[src/rtl/pipe_collide_pkg.sv]
// Shared constants and state encoding for the flappy dot pipeline.
package flappy_pkg;
  localparam int SCREEN_W = 160;
  localparam int SCREEN_H = 120;
  localparam int GAP_MIN = 8;
  localparam int GAP_RESET = 45;
  localparam logic [15:0] LFSR_POLY = 16'hB400;

  typedef enum logic [1:0] {
    LOAD  = 2'd0,
    PLAY  = 2'd1,
    HIT   = 2'd2,
    REARM = 2'd3
  } state_e;
endpackage

[src/rtl/pipe_collide_if.sv]
// Coordinate-in / status-out bundle between the dot generator, pipe_collide and VGA stage.
interface pipe_collide_if #(
  parameter int NUM_PIPES = 4
);
  logic [7:0]             dot_x_cord;
  logic [6:0]             dot_y_cord;
  logic                   reset_col;
  logic                   collided;
  logic [7:0]             score;
  logic [7:0]             best;
  logic [7*NUM_PIPES-1:0] gap_tops;
  logic                   loading;

  modport master (
    output dot_x_cord, dot_y_cord, reset_col,
    input  collided, score, best, gap_tops, loading
  );

  modport slave (
    input  dot_x_cord, dot_y_cord, reset_col,
    output collided, score, best, gap_tops, loading
  );
endinterface

[src/rtl/pipe_collide_lfsr16.sv]
// Free-running 16-bit Galois LFSR, shifting right once per clock.
module lfsr16
  import flappy_pkg::*;
#(
  parameter logic [15:0] SEED = 16'hACE1
) (
  input  logic        clk,
  input  logic        resetn,
  output logic [15:0] lfsr
);

  // Shift right; fold the polynomial in when a one falls out of bit 0
  always_ff @(posedge clk or negedge resetn) begin
    if (!resetn) begin
      lfsr <= SEED;
    end else if (lfsr[0]) begin
      lfsr <= (lfsr >> 1) ^ LFSR_POLY;
    end else begin
      lfsr <= lfsr >> 1;
    end
  end

endmodule

[src/rtl/pipe_collide.sv]
// Pipe gap table, dot collision check and pass scoring for the flappy dot game.
// Gaps are redrawn from the LFSR each lap; collided feeds back to the coordinate generator.
module pipe_collide
  import flappy_pkg::*;
#(
  parameter int          NUM_PIPES  = 4,
  parameter int          PIPE_X0    = 32,
  parameter int          PIPE_PITCH = 32,
  parameter int          PIPE_W     = 8,
  parameter int          GAP_H      = 30,
  parameter logic [15:0] LFSR_SEED  = 16'hACE1
) (
  input  logic          dot_clk,
  input  logic          resetn,
  pipe_collide_if.slave bus
);

  localparam int             IDX_W    = (NUM_PIPES > 1) ? $clog2(NUM_PIPES) : 1;
  localparam logic [IDX_W-1:0] IDX_LAST = IDX_W'(NUM_PIPES - 1);

  logic [15:0]            lfsr_s;
  logic [9:0]             lfsr_unused_s;
  state_e                 state_r, state_nx_s;
  logic [IDX_W-1:0]       idx_r, idx_nx_s;
  logic [6:0]             gap_top_r [NUM_PIPES];
  logic [6:0]             gap_new_s;
  logic [7*NUM_PIPES-1:0] gaps_s;
  logic [NUM_PIPES-1:0]   passed_r, passed_nx_s, pipe_hit_s, exit_s;
  logic                   hit_s, collided_r, collided_nx_s, loading_r;
  logic [7:0]             score_r, score_nx_s, best_r;

  lfsr16 #(.SEED(LFSR_SEED)) u_lfsr (
    .clk    (dot_clk),
    .resetn (resetn),
    .lfsr   (lfsr_s)
  );

  assign lfsr_unused_s = lfsr_s[15:6];
  assign gap_new_s     = 7'(GAP_MIN) + {1'b0, lfsr_s[5:0]};

  // Gap bottom is formed at 8 bits so gap_top + GAP_H never wraps
  for (genvar k = 0; k < NUM_PIPES; k++) begin : g_pipe
    localparam logic [7:0] PX      = 8'(PIPE_X0 + k * PIPE_PITCH);
    localparam logic [7:0] PX_END  = 8'(PIPE_X0 + k * PIPE_PITCH + PIPE_W - 1);
    localparam logic [7:0] PX_EXIT = 8'(PIPE_X0 + k * PIPE_PITCH + PIPE_W);
    logic [7:0] gap_bot_s;
    logic       in_col_s, outside_s;
    assign gap_bot_s     = {1'b0, gap_top_r[k]} + 8'(GAP_H);
    assign in_col_s      = (bus.dot_x_cord >= PX) && (bus.dot_x_cord <= PX_END);
    assign outside_s     = (bus.dot_y_cord < gap_top_r[k]) || ({1'b0, bus.dot_y_cord} >= gap_bot_s);
    assign pipe_hit_s[k] = in_col_s && outside_s;
    assign exit_s[k]     = (bus.dot_x_cord == PX_EXIT) && !passed_r[k];
  end

  assign hit_s = (bus.dot_y_cord == 7'd0) || (bus.dot_y_cord >= 7'(SCREEN_H - 1)) || (|pipe_hit_s);

  // Next-state, pass scoring and collision pulse decode
  always_comb begin
    state_nx_s    = state_r;
    idx_nx_s      = idx_r;
    passed_nx_s   = passed_r;
    collided_nx_s = 1'b0;
    score_nx_s    = score_r;
    case (state_r)
      LOAD: begin
        if (!bus.reset_col) begin
          idx_nx_s = '0;
        end else if (idx_r == IDX_LAST) begin
          idx_nx_s   = '0;
          state_nx_s = PLAY;
        end else begin
          idx_nx_s = idx_r + IDX_W'(1);
        end
      end
      PLAY: begin
        if (hit_s) begin
          state_nx_s    = HIT;
          collided_nx_s = 1'b1;
          score_nx_s    = 8'd0;
        end else begin
          if (|exit_s) begin
            passed_nx_s = passed_r | exit_s;
            score_nx_s  = (score_r == 8'd255) ? score_r : score_r + 8'd1;
          end else begin
            passed_nx_s = passed_r;
          end
          if (!bus.reset_col) begin
            state_nx_s  = LOAD;
            idx_nx_s    = '0;
            passed_nx_s = '0;
          end else begin
            state_nx_s = PLAY;
          end
        end
      end
      HIT: begin
        state_nx_s = REARM;
      end
      REARM: begin
        if (!bus.reset_col) begin
          state_nx_s  = LOAD;
          idx_nx_s    = '0;
          passed_nx_s = '0;
        end else begin
          state_nx_s = REARM;
        end
      end
      default: begin
        state_nx_s = LOAD;
        idx_nx_s   = '0;
      end
    endcase
  end

  // State, pass flags and registered status outputs
  always_ff @(posedge dot_clk or negedge resetn) begin
    if (!resetn) begin
      state_r    <= LOAD;
      idx_r      <= '0;
      passed_r   <= '0;
      collided_r <= 1'b0;
      score_r    <= 8'd0;
      best_r     <= 8'd0;
      loading_r  <= 1'b1;
    end else begin
      state_r    <= state_nx_s;
      idx_r      <= idx_nx_s;
      passed_r   <= passed_nx_s;
      collided_r <= collided_nx_s;
      score_r    <= score_nx_s;
      loading_r  <= (state_nx_s == LOAD);
      if (score_nx_s > best_r) begin
        best_r <= score_nx_s;
      end
    end
  end

  // Gap table: mid-screen after reset, one pipe rewritten per LOAD cycle
  always_ff @(posedge dot_clk or negedge resetn) begin
    if (!resetn) begin
      for (int k = 0; k < NUM_PIPES; k++) begin
        gap_top_r[k] <= 7'(GAP_RESET);
      end
    end else if (state_r == LOAD) begin
      gap_top_r[idx_r] <= gap_new_s;
    end
  end

  // Flatten the gap table for the drawing stage
  always_comb begin
    gaps_s = '0;
    for (int k = 0; k < NUM_PIPES; k++) begin
      gaps_s[7*k +: 7] = gap_top_r[k];
    end
  end

  assign bus.collided = collided_r;
  assign bus.score    = score_r;
  assign bus.best     = best_r;
  assign bus.gap_tops = gaps_s;
  assign bus.loading  = loading_r;

endmodule

[src/flat_wrapper.sv]
// flat-port wrapper written by rule: the top's interface ports become plain ports
module pipe_collide_flat import flappy_pkg::*;
#(
  parameter int          NUM_PIPES  = 4,
  parameter int          PIPE_X0    = 32,
  parameter int          PIPE_PITCH = 32,
  parameter int          PIPE_W     = 8,
  parameter int          GAP_H      = 30,
  parameter logic [15:0] LFSR_SEED  = 16'hACE1
)
  (dot_clk, resetn, bus_dot_x_cord, bus_dot_y_cord, bus_reset_col, bus_collided, bus_score, bus_best, bus_gap_tops, bus_loading);
  pipe_collide_if #(.NUM_PIPES(NUM_PIPES)) bus_i ();
  input  logic dot_clk;
  input  logic resetn;
  input wire logic [$bits(bus_i.dot_x_cord)-1:0] bus_dot_x_cord;
  input wire logic [$bits(bus_i.dot_y_cord)-1:0] bus_dot_y_cord;
  input wire logic [$bits(bus_i.reset_col)-1:0] bus_reset_col;
  output wire logic [$bits(bus_i.collided)-1:0] bus_collided;
  output wire logic [$bits(bus_i.score)-1:0] bus_score;
  output wire logic [$bits(bus_i.best)-1:0] bus_best;
  output wire logic [$bits(bus_i.gap_tops)-1:0] bus_gap_tops;
  output wire logic [$bits(bus_i.loading)-1:0] bus_loading;
  assign bus_i.dot_x_cord = bus_dot_x_cord;
  assign bus_i.dot_y_cord = bus_dot_y_cord;
  assign bus_i.reset_col = bus_reset_col;
  assign bus_collided = bus_i.collided;
  assign bus_score = bus_i.score;
  assign bus_best = bus_i.best;
  assign bus_gap_tops = bus_i.gap_tops;
  assign bus_loading = bus_i.loading;
  pipe_collide #(.NUM_PIPES(NUM_PIPES), .PIPE_X0(PIPE_X0), .PIPE_PITCH(PIPE_PITCH), .PIPE_W(PIPE_W), .GAP_H(GAP_H), .LFSR_SEED(LFSR_SEED)) u_core (.dot_clk(dot_clk), .resetn(resetn), .bus(bus_i));
endmodule
[config.mk]
export PLATFORM = sky130hd
export DESIGN_NAME = pipe_collide_flat
export DESIGN_NICKNAME = d
export VERILOG_FILES = /design/src/rtl/pipe_collide_pkg.sv /design/src/rtl/pipe_collide_if.sv /design/src/rtl/pipe_collide_lfsr16.sv /design/src/rtl/pipe_collide.sv /design/src/flat_wrapper.sv
export SDC_FILE = /design/constraint.sdc
export NUM_CORES = 1
export LEC_CHECK = 0
export BUFFER_PORTS_ARGS = -buffer_cell sky130_fd_sc_hd__buf_2
export CAP_MARGIN = 30
export CORE_ASPECT_RATIO = 0.75
export CORE_MARGIN = 3
export CORE_UTILIZATION = 46
export DETAILED_ROUTE_END_ITERATION = 16
export GPL_TIMING_DRIVEN = 0
export HOLD_SLACK_MARGIN = 0.08
export PLACE_DENSITY = 0.68
export REMOVE_ABC_BUFFERS = 1
export SYNTH_ARGS = -nofsm -noshare
export SYNTH_HDL_FRONTEND = slang
export SYNTH_HIERARCHICAL = 1
export SYNTH_SLANG_ARGS = --single-unit
[constraint.sdc]
create_clock -name dot_clk -period 6 [get_ports dot_clk]
set_input_delay 0.9 -clock dot_clk [delete_from_list [all_inputs] [get_ports dot_clk]]
set_output_delay 0.9 -clock dot_clk [all_outputs]
set_load 0.01 [all_outputs]
==> results of run 1 <==
==> cell usage in the layout, fill, tap and decap left out, types with 13 or more instances in the layout <==
| cell | netlist | final |
|---|---|---|
| dfstp_2 | 25 | 25 |
| nand2_1 | 26 | 26 |
| nand3_1 | 15 | 15 |
| ha_1 | 70 | 70 |
| buf_2 | 0 | 62 |
| o21ai_0 | 23 | 23 |
| dfrtp_1 | 45 | 45 |
| a21o_1 | 13 | 13 |
| inv_1 | 40 | 40 |
| xnor2_1 | 18 | 18 |
| mux2_2 | 24 | 24 |
| a21oi_1 | 14 | 14 |
| nor2_1 | 14 | 14 |
==> cell type report <==
cell class              count  area, sq um  area share [%]
multi-input cells         320         2590            48.7
flip-flops and latches     70         1780            33.6
repair buffers             63          318            5.99
clock buffers              11          253            4.76
well taps                 128          160            3.02
inverters                  40          150            2.83
clock inverters             5         57.6            1.08
==> routing by layer <==
| layer | up-vias | track usage, % | routed length [um] |
|---|---|---|---|
| met5 | - | 0 | 0 |
| met4 | 0 | 6.51 | 143 |
| met1 | 1661 | 27.0 | 5020 |
| met3 | 12 | 4.93 | 644 |
| li1 | 1702 | - | - |
| met2 | 84 | 29.3 | 4380 |
==> cell families (layout without fill, tap and decap cells) <==
kind of cell | count (synthesis) | after routing | share of synthesized area (%)
adders and majority gates | 70 | 70 | 19.4
and+or+nand+nor | 118 | 118 | 14.3
DFF | 70 | 70 | 39.5
AOI/OAI and AO/OA | 83 | 83 | 12.7
xor gates and xnor gates | 25 | 25 | 4.84
muxes | 24 | 24 | 5.98
buffers and inverters | 40 | 119 | 3.32
==> metrics by stage <==
step | total power, uW | utilization [%] | setup slack, ns | instances
after floorplan | 937 | - | 1.72 | 430
after global placement | 1060 | 53.7 | 0.841 | 621
after detailed placement | 1080 | 53.7 | 0.809 | 621
after global routing | 1730 | 57.0 | 0.711 | 637
final | 1610 | 57.0 | 1.04 | 637
after CTS | 1630 | 57.0 | 1.08 | 637
==> synthesized netlist by cell type (5+ instances only) <==
| master | n | area (sq um) |
|---|---|---|
| nor2_2 | 5 | 31.3 |
| dfrtp_1 | 45 | 1130 |
| a31oi_1 | 6 | 37.5 |
| dfstp_2 | 25 | 657 |
| a21o_1 | 13 | 97.6 |
| and3_1 | 8 | 50.1 |
| inv_1 | 40 | 150 |
| a21oi_1 | 14 | 70.1 |
| nor2_1 | 14 | 52.6 |
| xor2_1 | 7 | 61.3 |
| nor3_1 | 12 | 60.1 |
| o21ai_0 | 23 | 115 |
| nor2b_1 | 9 | 56.3 |
| nand2b_1 | 9 | 56.3 |
| nand2_1 | 26 | 97.6 |
| nand3_1 | 15 | 75.1 |
| xnor2_1 | 18 | 158 |
| ha_1 | 70 | 876 |
| mux2_2 | 24 | 270 |
| nand4_1 | 6 | 37.5 |
==> sequential cells by signal, summed over array words and instances (netlist names) <==
| signal | cells |
|---|---|
| u_core/bus.gap_tops | 28 |
| u_core/u_lfsr/lfsr | 16 |
| u_core/bus.best | 8 |
| u_core/bus.score | 8 |
| u_core/passed_r | 4 |
| u_core/idx_r | 2 |
| u_core/state_r | 2 |
| u_core/bus.collided | 1 |
| u_core/bus.loading | 1 |
==> how the worst max path moves through the flow <==
| stage | start | endpoint | depth (start not counted) |
|---|---|---|---|
| 3_5_place_dp | bus_dot_y_cord[1] | u_core/bus.best[6] | 17 |
| 3_3_place_gp | bus_dot_y_cord[1] | u_core/bus.best[5] | 17 |
| 4_1_cts | u_core/bus.gap_tops[2] | u_core/bus.best[6] | 18 |
| 5_1_grt | u_core/bus.gap_tops[2] | u_core/bus.best[6] | 18 |
| 2_1_floorplan | bus_dot_y_cord[4] | u_core/bus.best[0] | 18 |
| 6_report | u_core/bus.gap_tops[2] | u_core/bus.best[6] | 18 |
==> power by group through the flow <==
stage                     Combinational (uW)  Sequential (uW)  Clock, uW
after floorplan                          353              583          0
after global placement                   482              576          0
after detailed placement                 500              579          0
after CTS                                507              572        550
after global routing                     580              578        573
final                                    505              573        535
==> worst max-delay path, delay by kind of cell, from the launching register on <==
family                   cells  cell delay [ns]
multiplexers                 1             0.41
flip-flops                   1             0.56
AND/OR/NAND/NOR              5             1.03
AO/OA/AOI/OAI                8             1.82
adder cells (fa/ha/maj)      3             0.93
buffers and inverters        1             0.07
==> results.yml, run 1 <==
timing:
  max_slew_margin_pct: 43.4
  finalSetupTns_ns: 0
  hold_violations: 0
  fmax_mhz: 202
  skew_ns: 0.00448
  fin_crit_ns: 4.96
  worstMarginPinSlew_ns: 0.848
  timing.final.crit_share_pct: 82.6
  maxSlewViolCount: 0
  rsz0062_at_grt: "no"
  final-setup-viol-count: 0
  holdWs_ns: 0.355
route:
  wl_per_cell_um: 16.0
  vias_per_cell: 5.43
  drcViolationCount: 0
  ant_nets: 0
  wirelength_mm: 10.2
  dr.pass1.iters: 5
  via_count: 3459
  drt-initial-drc-count: 238
setup_path:
  rr_startpoint: "u_core/bus.gap_tops[2]"
  critical_path.max_stage_delay_ns: 0.68
  crit_chain: "inv_1, ha_1, ha_1, nand2b_1, o21ai_0, a41oi_1, nor4_1, nor4_4, a31oi_4, nor2_2, ha_1, o21a_1, o21ai_0, nand2b_1, a21oi_1, o21ai_0, a21boi_1, mux2_2"
  r2r_slack_ns: 1.04
  critPathMaxFanout: 10
  reg2reg_to: "u_core/bus.best[6]"
  startpoint_type: "register"
  critPathArrivalTime_ns: 5.16
  cp.required_ns: 6.21
  endpoint_kind: "register"
  path_class: "register to register"
  reg2reg_depth: 18
  slowest_stage: "a21boi_1"
finish:
  fill_cells: 833
  nets: 592
  area_growth_pct: 17.4
  insertedDiodeCount: 0
  layout-drive-gt1-share_pct: 27.9
  stdcell_area_sq_um: 5310
floorplanning:
  initial_utilization_pct: 48.5
  rows: 30
  num_io_pins: 64
  core-area_sq_um: 9310
  dieArea_sq_um: 11100
  die_w_um: 120
  die_h_um: 91.8
clock_tree:
  insertion_delay_ns: 0.33
  cts_root_buffer: "clkbuf_16"
  hold_buffers: 0
  postCtsSetupBuffers: 0
  cts_sinks: 70
  cts_made_buffers: 9
  htreeDepth: 3
  clockBufferDepth: 2
  cts.repair.resized: 0
  cts_tree: "built"
  path_clk_slew_ns: 0.06
power:
  power-per-cell-area_nw_per_um2: 304
  p_clk_share_pct: 33.2
  peakVddDrop_mv: 0.176
  pwr-share-comb_pct: 31.3
  p_seq_share_pct: 35.5
  p_sw_uw: 528
  swShare_pct: 32.8
  intPower_uw: 1080
  p_leak_uw: 0.00261
min_path:
  worstHoldStart: "u_core/u_lfsr/lfsr[12]"
  min_to: "u_core/u_lfsr/lfsr[11]"
  min_path_type: "register to register"
  min_path_cells: 0
synth:
  synth_edf_count: 0
  syn-cell-area_sq_um: 4520
  synth_ff_type: "dfrtp_1"
  yosys_warnings: 6
  synthArstFlopShare_pct: 100
  yosysUniqueCellTypes: 48
  seq_area_frac_synth_pct: 39.5
  synth_area_per_cell_sq_um: 10.5
  netlist_instances: 430
  ys_ff_latch: 70
placed_design:
  portBuffers: 63
  hpwlAfterDp_mm: 7.58
  placed_area_sq_um: 5000
  gp_congestion: 0.871
global_routing:
  grt_util_all_layers_pct: 19.3
  grt_pass1_wl_mm: 17.1
  overflow: 0
  grt_start_max_net_pins: 71
  antenna_found_initial: 0
  grt_pass1_vias: 3504
run:
  cap_violations: 0
outcome:
  status: "finished, final reports clean"
Power figures use the tool's default switching activity.
==> inputs of run 2 (changes only) <==
- clock period: 6 -> 5.01 ns (I/O delays scaled with it)
==> results.yml, run 2 (synthesis gave the netlist of run 1 again) <==
timing:
  hold_violations: 0
  maxSlewViolCount: 0
  worstMarginPinSlew_ns: 0.850
  skew_ns: 0.00457
  rsz0062_at_grt: "no"
  timing.final.crit_share_pct: 92.5
  fin_crit_ns: 4.63
  holdWs_ns: 0.355
  fmax_mhz: 216
  final-setup-viol-count: 0
  max_slew_margin_pct: 43.3
finish:
  insertedDiodeCount: 0
  nets: 592
  layout_commonest_cell: "ha_1"
  layout-drive-gt1-share_pct: 28.3
  layout.cells.non_filler: 637
  area_growth_pct: 17.7
  layout_common_cells: "ha_1 (70), buf_2 (62), dfrtp_1 (45), inv_1 (40), nand2_1 (26)"
  stdcell_area_sq_um: 5320
  final_util_pct: 57.1
  largest_reg_flops: 28
clock_tree:
  cts_sinks: 70
  postCtsSetupBuffers: 0
  cts_made_buffers: 9
  path_clk_slew_ns: 0.06
  cts_root_buffer: "clkbuf_16"
  clockBufferDepth: 2
  insertion_delay_ns: 0.33
  htreeDepth: 3
  cts_tree: "built"
run:
  cap_violations: 0
route:
  via_count: 3475
  vias_per_cell: 5.46
  drt-initial-drc-count: 236
  drcViolationCount: 0
  ant_nets: 0
  wl_per_cell_um: 16.1
  wirelength_mm: 10.2
  dr.pass1.iters: 4
placed_design:
  gp_congestion: 0.871
  portBuffers: 63
  placedCellCount: 621
  placed_area_sq_um: 5000
  hpwlAfterDp_mm: 7.58
global_routing:
  grt_pass1_vias: 3504
  grt_util_all_layers_pct: 19.3
  grt_start_max_net_pins: 71
  antenna_found_initial: 0
  overflow: 0
  grt_pass1_wl_mm: 17.1
setup_path:
  reg2reg_to: "u_core/bus.best[6]"
  r2r_slack_ns: 0.38
  cp.required_ns: 5.22
  path_class: "register to register"
  rr_startpoint: "u_core/bus.gap_tops[15]"
  cp-startpoint: "u_core/bus.gap_tops[15]"
  critPathArrivalTime_ns: 4.84
  critPathMaxFanout: 10
  worstSetupEndpoint: "u_core/bus.best[6]"
  startpoint_type: "register"
  reg2reg_depth: 20
  endpoint_kind: "register"
power:
  peakVddDrop_mv: 0.210
  power-per-cell-area_nw_per_um2: 365
  p_leak_uw: 0.00261
floorplanning:
  initial_utilization_pct: 48.5
  die_h_um: 91.8
  die_w_um: 120
  core-area_sq_um: 9310
  num_io_pins: 64
  dieArea_sq_um: 11100
  rows: 30
min_path:
  min_path_type: "register to register"
outcome:
  status: "finished, final reports clean"
run 2: worst min path at each step:
| stage | startpoint | end | slack [ns] | depth (start not counted) |
|---|---|---|---|---|
| floorplan | u_core/u_lfsr/lfsr[9] | u_core/u_lfsr/lfsr[8] | 0.33 | 0 |
| global placement | u_core/u_lfsr/lfsr[9] | u_core/u_lfsr/lfsr[8] | 0.34 | 0 |
| detailed placement | u_core/u_lfsr/lfsr[8] | u_core/u_lfsr/lfsr[7] | 0.34 | 0 |
| CTS | u_core/u_lfsr/lfsr[8] | u_core/u_lfsr/lfsr[7] | 0.35 | 0 |
| global route | u_core/u_lfsr/lfsr[8] | u_core/u_lfsr/lfsr[7] | 0.35 | 0 |
| finish | u_core/u_lfsr/lfsr[12] | u_core/u_lfsr/lfsr[11] | 0.36 | 0 |
run 2: worst max-delay path, cell delays in order, from the launching register on:
cell,delay (ns)
dfrtp_1,0.42
nor3_1,0.39
a21o_1,0.19
xnor2_1,0.12
ha_1,0.26
and3_1,0.21
a221oi_1,0.25
a32oi_1,0.13
o21ai_1,0.42
a31oi_4,0.28
nor2_2,0.21
inv_1,0.06
ha_1,0.17
nor2b_1,0.11
o21a_1,0.11
o21ai_0,0.07
nand2b_1,0.08
a21oi_1,0.06
o21ai_0,0.13
a21boi_2,0.44
mux2_2,0.39
run 2: where the power goes:
part / switching [uW] / internal [uW] / leakage [uW]
registers: 53.7 / 632 / 0.000882
clock network: 230 / 412 / 0.000155
logic: 353 / 259 / 0.00157
run 2: repair_timing:
action	4_1_cts	5_1_grt
resized for setup	0	2
endpoints found under the hold margin	0	0
endpoints found under the setup margin	0	8
hold buffers	0	0
run 2: final cells by class:
class | count | area [sq um]
clock inverter | 5 | 57.6
clock buffer | 11 | 253
fill | 834 | 3990
timing repair buffer | 63 | 318
sequential | 70 | 1780
multi-input combinational | 320 | 2600
tap | 128 | 160
inverter | 40 | 150
run 2: routing by layer:
layer / vias up / global-route usage [%] / part of all wire, %
li1: 1700 / - / -
met5: - / 0 / 0
met1: 1681 / 27.0 / 49
met4: 0 / 6.51 / 1.4
met2: 82 / 29.3 / 43
met3: 12 / 4.93 / 6.2
run 2: through the flow:
stage                TNS [ns]  power, uW  worst slack [ns]
global route                0       2080            0.0131
CTS                         0       1950            0.0935
finish                      0       1940             0.376
detailed placement     -0.196       1290           -0.0323
floorplan                   0       1120             0.811
global placement    -0.000325       1270         -0.000325
